===== src/rtl/counter_seq_pkg.sv =====
// Shared definitions for the counter sequencer: default widths and the
// FSM state encoding used by the top-level control logic.
package counter_seq_pkg;

   localparam int CNT_W_DEF   = 4;
   localparam int BURST_W_DEF = 8;
   localparam int WRAP_W_DEF  = 4;

   localparam logic [2:0] IDLE   = 3'd0;
   localparam logic [2:0] CLEAR  = 3'd1;
   localparam logic [2:0] RUN    = 3'd2;
   localparam logic [2:0] PAUSED = 3'd3;
   localparam logic [2:0] DONE   = 3'd4;

   typedef enum logic [2:0] {
      ST_IDLE   = IDLE,
      ST_CLEAR  = CLEAR,
      ST_RUN    = RUN,
      ST_PAUSED = PAUSED,
      ST_DONE   = DONE
   } state_t;

endpackage


===== src/rtl/seq_burst_timer.sv =====
// Burst down-counter: loads the burst length, decrements once per enabled
// cycle and flags the last enabled cycle (value == 1) for the sequencer FSM.
module seq_burst_timer
   import counter_seq_pkg::*;
#(
   parameter int BURST_W = BURST_W_DEF
) (
   input  logic               clk,
   input  logic               reset,
   input  logic               i_load,
   input  logic [BURST_W-1:0] i_load_val,
   input  logic               i_dec,
   output logic [BURST_W-1:0] o_value,
   output logic               o_is_one
);

   localparam logic [BURST_W-1:0] ONE  = {{(BURST_W-1){1'b0}}, 1'b1};
   localparam logic [BURST_W-1:0] ZERO = {BURST_W{1'b0}};

   logic [BURST_W-1:0] r_count;

   // Remaining-cycle register: load wins over decrement; never underflows.
   always_ff @(posedge clk or posedge reset) begin
      if (reset) begin
         r_count <= ZERO;
      end else if (i_load) begin
         r_count <= i_load_val;
      end else if (i_dec && (r_count != ZERO)) begin
         r_count <= r_count - ONE;
      end else begin
         r_count <= r_count;
      end
   end

   assign o_value  = r_count;
   assign o_is_one = (r_count == ONE);

endmodule


===== src/rtl/counter_sequencer.sv =====
// Control FSM sequencing one enable/reset counter: clear, run for a latched
// number of cycles, optional pause and abort, and a saturating wrap tally.
// All outputs come from registers or from the state register alone.
module counter_sequencer
   import counter_seq_pkg::*;
#(
   parameter int CNT_W   = CNT_W_DEF,
   parameter int BURST_W = BURST_W_DEF,
   parameter int WRAP_W  = WRAP_W_DEF
) (
`ifdef USE_POWER_PINS
   inout  wire                vccd1,
   inout  wire                vssd1,
`endif
   input  logic               clk,
   input  logic               reset,
   input  logic               start,
   input  logic [BURST_W-1:0] burst_len,
   input  logic               pause,
   input  logic               abort,
   input  logic [CNT_W-1:0]   cnt_value,
   output logic               cnt_enable,
   output logic               cnt_clear,
   output logic               busy,
   output logic               done,
   output logic               aborted,
   output logic [BURST_W-1:0] remaining,
   output logic [WRAP_W-1:0]  wraps
);

   localparam logic [CNT_W-1:0]   CNT_ONES   = {CNT_W{1'b1}};
   localparam logic [WRAP_W-1:0]  WRAP_MAX   = {WRAP_W{1'b1}};
   localparam logic [WRAP_W-1:0]  WRAP_ONE   = {{(WRAP_W-1){1'b0}}, 1'b1};
   localparam logic [WRAP_W-1:0]  WRAP_ZERO  = {WRAP_W{1'b0}};
   localparam logic [BURST_W-1:0] BURST_ZERO = {BURST_W{1'b0}};

   state_t             r_state;
   state_t             w_next;
   logic               w_load;
   logic               w_dec;
   logic               w_abort_evt;
   logic               w_is_one;
   logic [BURST_W-1:0] w_remaining;
   logic               r_aborted;
   logic [WRAP_W-1:0]  r_wraps;

   // Remaining-cycle down-counter; it decrements in every RUN cycle,
   // including the cycle in which abort or pause is sampled.
   seq_burst_timer #(
      .BURST_W (BURST_W)
   ) u_timer (
      .clk        (clk),
      .reset      (reset),
      .i_load     (w_load),
      .i_load_val (burst_len),
      .i_dec      (w_dec),
      .o_value    (w_remaining),
      .o_is_one   (w_is_one)
   );

   // State register.
   always_ff @(posedge clk or posedge reset) begin
      if (reset) begin
         r_state <= ST_IDLE;
      end else begin
         r_state <= w_next;
      end
   end

   // Next-state logic; within RUN, abort beats completion beats pause.
   always_comb begin
      w_next      = r_state;
      w_load      = 1'b0;
      w_abort_evt = 1'b0;
      case (r_state)
         ST_IDLE: begin
            if (start) begin
               if (burst_len != BURST_ZERO) begin
                  w_load = 1'b1;
                  w_next = ST_CLEAR;
               end else begin
                  w_next = ST_DONE;
               end
            end else begin
               w_next = ST_IDLE;
            end
         end
         ST_CLEAR: begin
            if (abort) begin
               w_abort_evt = 1'b1;
               w_next      = ST_IDLE;
            end else begin
               w_next = ST_RUN;
            end
         end
         ST_RUN: begin
            if (abort) begin
               w_abort_evt = 1'b1;
               w_next      = ST_IDLE;
            end else if (w_is_one) begin
               w_next = ST_DONE;
            end else if (pause) begin
               w_next = ST_PAUSED;
            end else begin
               w_next = ST_RUN;
            end
         end
         ST_PAUSED: begin
            if (abort) begin
               w_abort_evt = 1'b1;
               w_next      = ST_IDLE;
            end else if (!pause) begin
               w_next = ST_RUN;
            end else begin
               w_next = ST_PAUSED;
            end
         end
         ST_DONE: begin
            w_next = ST_IDLE;
         end
         default: begin
            w_next = ST_IDLE;
         end
      endcase
   end

   assign w_dec = (r_state == ST_RUN);

   // Aborted pulse: registered so it appears in the cycle after the abort.
   always_ff @(posedge clk or posedge reset) begin
      if (reset) begin
         r_aborted <= 1'b0;
      end else begin
         r_aborted <= w_abort_evt;
      end
   end

   // Wrap tally: an all-ones counter value in RUN wraps on the next edge.
   always_ff @(posedge clk or posedge reset) begin
      if (reset) begin
         r_wraps <= WRAP_ZERO;
      end else if (w_load) begin
         r_wraps <= WRAP_ZERO;
      end else if ((r_state == ST_RUN) && (cnt_value == CNT_ONES) && (r_wraps != WRAP_MAX)) begin
         r_wraps <= r_wraps + WRAP_ONE;
      end else begin
         r_wraps <= r_wraps;
      end
   end

   assign cnt_enable = (r_state == ST_RUN);
   assign cnt_clear  = (r_state == ST_CLEAR);
   assign busy       = (r_state == ST_CLEAR) || (r_state == ST_RUN) || (r_state == ST_PAUSED);
   assign done       = (r_state == ST_DONE);
   assign aborted    = r_aborted;
   assign remaining  = w_remaining;
   assign wraps      = r_wraps;

endmodule

===== config.mk =====
export PLATFORM = sky130hd
export DESIGN_NAME = counter_sequencer
export DESIGN_NICKNAME = d
export VERILOG_FILES = /design/src/rtl/counter_seq_pkg.sv /design/src/rtl/seq_burst_timer.sv /design/src/rtl/counter_sequencer.sv
export SDC_FILE = /design/constraint.sdc
export NUM_CORES = 1
export LEC_CHECK = 0
export ABC_CLOCK_PERIOD_IN_PS = 2100
export CAP_MARGIN = 25
export CORE_MARGIN = 2
export CORE_UTILIZATION = 30
export CTS_BUF_LIST = sky130_fd_sc_hd__clkbuf_4
export DETAILED_ROUTE_END_ITERATION = 10
export SETUP_SLACK_MARGIN = 0.02
export SLEW_MARGIN = 20
export SYNTH_ARGS = -nofsm -noshare
export SYNTH_HDL_FRONTEND = slang
export SYNTH_HIERARCHICAL = 1
export SYNTH_SLANG_ARGS = --single-unit

===== constraint.sdc =====
create_clock -name clk -period 2.1 [get_ports clk]
set_input_delay 0.42 -clock clk [delete_from_list [all_inputs] [get_ports clk]]
set_output_delay 0.42 -clock clk [all_outputs]
set_load 0.05 [all_outputs]

==> flow_metrics.py <==
metrics = {
    "clocking": {
        "clk_pin_slew_ns": 0.10,
        "cts_hold_buf": 0,
        "tritoncts": "yes",
        "clockRootBuffer": "clkbuf_4",
        "clock_path_buffers": 2,
        "clk_latency_ns": 0.29,
        "clock-sinks": 16,
        "htree_levels": 1,
        "post_cts_buffers": 0,
        "cts_buffers": 3,
    },
    "critical_path": {
        "crit_family": "simple AND/OR/NAND/NOR gates",
        "path_cells": "clkdlybuf4s50_1, nor4_1, a21boi_1, buf_4, or4_1, nand3_1",
        "path_class": "input port to flop",
        "path_max_fanout": 17,
        "crit_slowest_cell": "or4_1",
        "crit_buf_inv": 2,
        "endpoint_kind": "flop",
        "cp.required_ns": 2.33,
        "critPathArrivalTime_ns": 2.26,
        "cp_slowest_stage_delay_ns": 0.51,
        "start_kind": "input port",
    },
    "final_layout": {
        "nNetsFinal": 181,
        "finalInstanceArea_um2": 1562,
        "drive_gt1_share_pct": 23.27,
        "nFillCells": 325,
        "n_antenna_cell": 0,
        "final_cells": 205,
        "synthToLayoutAreaGrowth_pct": 54.65,
        "seq_area_um2": 404.1,
        "multi_input_area_um2": 569.3,
    },
    "synthesis": {
        "syn-num-nets": 129,
        "synthCells": 108,
        "synthXorXnorAreaFrac_pct": 1.735,
        "synth_compound_area_share_pct": 13.26,
        "yosysUniqueCellTypes": 38,
        "synth_top_family_by_area": "simple AND/OR/NAND/NOR gates",
        "yosys-top-cells-area": "dfrtp_1 40%, ha_1 5.0%, nor2_1 4.1%, or4_1 3.7%, a31oi_1 3.1%",
        "yosysTopAreaCellShare_pct": 39.65,
        "synth_area_um2": 1010,
        "syn_avg_cell_area_um2": 9.349,
        "yosysWarnings": 6,
        "ys_seq_area_share_pct": 39.65,
        "muxShareOfSynthArea_pct": 1.983,
        "synth_fa_ha_area_share_pct": 4.957,
        "yosys.area_share.simple_pct": 33.83,
        "ys_ff_latch": 16,
        "yosys.area.top_type": "dfrtp_1",
    },
    "global_routing": {
        "grt_pass1_wl_um": 4291,
        "overflow": 0,
        "grt_pass1_vias": 1041,
        "grt_max_degree": 18,
        "antenna_found_initial": 0,
        "grt_use_total_pct": 15.15,
    },
    "placement": {
        "detailed_place_hpwl_um": 2144,
        "io_buffer_count": 33,
        "gp_congestion": 0.8692,
        "place_inst": 201,
        "place_area_um2": 1533,
        "dp_worst_setup_slack_ns": -0.2264,
    },
    "timing": {
        "slew_headroom_pct": 65.92,
        "post-route-min-period_ns": 2.029,
        "period_share_pct": 96.62,
        "finClkSkew_ns": 0.009626,
        "tns_ns": 0,
        "setup_viol": 0,
        "rsz0062_at_grt": "true",
        "tightest_slew_ns": 0.5096,
        "setup_slack_ns": 0.07108,
        "hold_viol": 0,
        "fmax_ghz": 0.4929,
        "finalMaxSlewViolations": 0,
    },
    "power": {
        "p_sw_uw": 665.4,
        "p_leak_uw": 0.0006452,
        "p_int_uw": 762.2,
        "seq_power_share_pct": 33.0,
        "finalPower_uw": 1428,
        "ir_worst_vdd_mv": 0.4767,
        "p_clk_share_pct": 11.5,
        "power_density_nw_per_um2": 914.2,
        "sw_frac_of_total_pct": 46.61,
        "pwr-share-comb_pct": 55.5,
    },
    "floorplanning": {
        "core-area_um2": 3284,
        "start_util_pct": 30.74,
        "die_area_um2": 3846,
        "die_width_um": 62.02,
        "fp.dieH_um": 62.02,
        "boundaryPins": 34,
        "fp-row-count": 21,
    },
    "detailed_routing": {
        "drt_iter0_markers": 23,
        "vias_per_cell": 5.078,
        "via_count": 1041,
        "wl_um": 2683,
        "drc": 0,
        "routedWlPerCell_um": 13.09,
        "final_antenna_net_count": 0,
        "firstDrtPassIters": 4,
    },
    "run_status": {
        "status": "finished, final reports clean",
    },
    "flow_run": {
        "drv_cap": 0,
    },
    "hold_path": {
        "hp-class": "input port to asynchronous set/reset pin",
    },
}
state kept, by name, indices dropped and copies added (netlist names):
signal           cells
r_state              3
u_timer/o_value      8
aborted              1
wraps                4
cell usage in the layout (no fill, tap or decap), drive strengths merged, types with 2 or more instances in the layout:
master	instances
o41ai	2
or4	5
o21ai	2
a21oi	3
nand3	5
ha	4
dfrtp	16
clkdlybuf4s50	28
or3b	2
nand2b	2
or4b	2
xnor2	2
nor2	12
mux2i	2
nor3	3
nand4	2
nor3b	4
buf	22
and2	5
nor4	3
clkinv	2
nand2	4
inv	6
clkbuf	3
nor4b	2
o2111ai	2
a31oi	5
area by class of cell:
type	instances	area share [%]
multi-input cells	80	36.46
repair buffers	51	30.13
flip-flops and latches	16	25.88
well taps	46	3.686
inverters	8	2.163
clock buffers	3	1.442
clock inverters	1	0.2404
cell families (layout without fill, tap and decap cells):
kind of cell,count (synthesis),in the layout
simple gates,53,53
compound gates,19,19
mux,2,2
buf+inv,12,63
flops,16,16
fa+ha+maj,4,4
xor+xnor,2,2
routing by layer:
metal  track usage [%]  vias up  part of all wire [%]
li1                  -      503                     -
met1             17.78      499                    43
met2             28.42       37                    51
met3             1.863        2                   5.6
met4             4.559        0                  0.34
met5                 0        -                     0
final timing paths:
check,startpoint,endpoint,slack (ns),cells after the start
worst max-delay path,burst_len[1],u_timer/o_value[1],0.07,6
worst min-delay path,reset,wraps[3],0.39,2
worst max register to register,r_state[2],u_timer/o_value[7],0.11,5
worst min register to register,u_timer/o_value[3],u_timer/o_value[3],0.54,1
max in group asynchronous,reset,u_timer/o_value[2],1.40,2
min in group clk,u_timer/o_value[3],u_timer/o_value[3],0.54,1
metrics by stage:
stage	util, %	hold WS (ns)
finish	47.54	0.3895
detailed placement	46.67	0.5285
floorplan	-	0.2355
global route	47.54	0.4223
CTS	47.47	0.3971
global placement	46.67	0.5286
Yosys cell counts:
master	instances
nor3b_1	4
a31oi_1	5
and2_1	5
a21boi_1	1
dfrtp_1	16
o21ai_0	2
nor4_4	1
or4b_1	1
nor3_4	1
clkbuf_1	3
inv_1	7
or4_1	5
or3b_4	1
or3b_2	1
nor2b_1	1
or4b_2	1
mux2i_1	2
nand3_1	5
buf_2	1
nor4_1	2
o211ai_1	1
o41ai_1	2
o311ai_0	1
xnor2_1	2
clkinv_1	1
o31ai_1	1
nor2_1	11
nor3_1	2
ha_1	4
o2111ai_1	2
a21oi_1	3
nand2b_1	2
nor4b_1	2
nand2_1	4
nand4_1	2
and3_1	1
a41o_2	1
nor2_2	1
power groups by stage:
stage                     clock (µW)  combinational, µW  sequential [µW]
after floorplan                    0                274              676
after global placement             0                782              480
after detailed placement           0                792              478
after CTS                        174                797              472
after global routing             186                849              489
final                            164                793              471
worst reg2reg max path, delay by kind of cell (launching register included):
| kind | cells | cell delay (ns) |
|---|---|---|
| DFF | 1 | 0.39 |
| buffers and inverters | 1 | 0.11 |
| and+or+nand+nor | 3 | 1.27 |
| AOI/OAI and AO/OA | 1 | 0.15 |
what timing repair did:
action | in CTS | in global routing
setup endpoints to repair | 0 | 3
endpoints found under the hold margin | 0 | 0
gates resized for setup | 0 | 1
(Power assumes the default switching activity.)
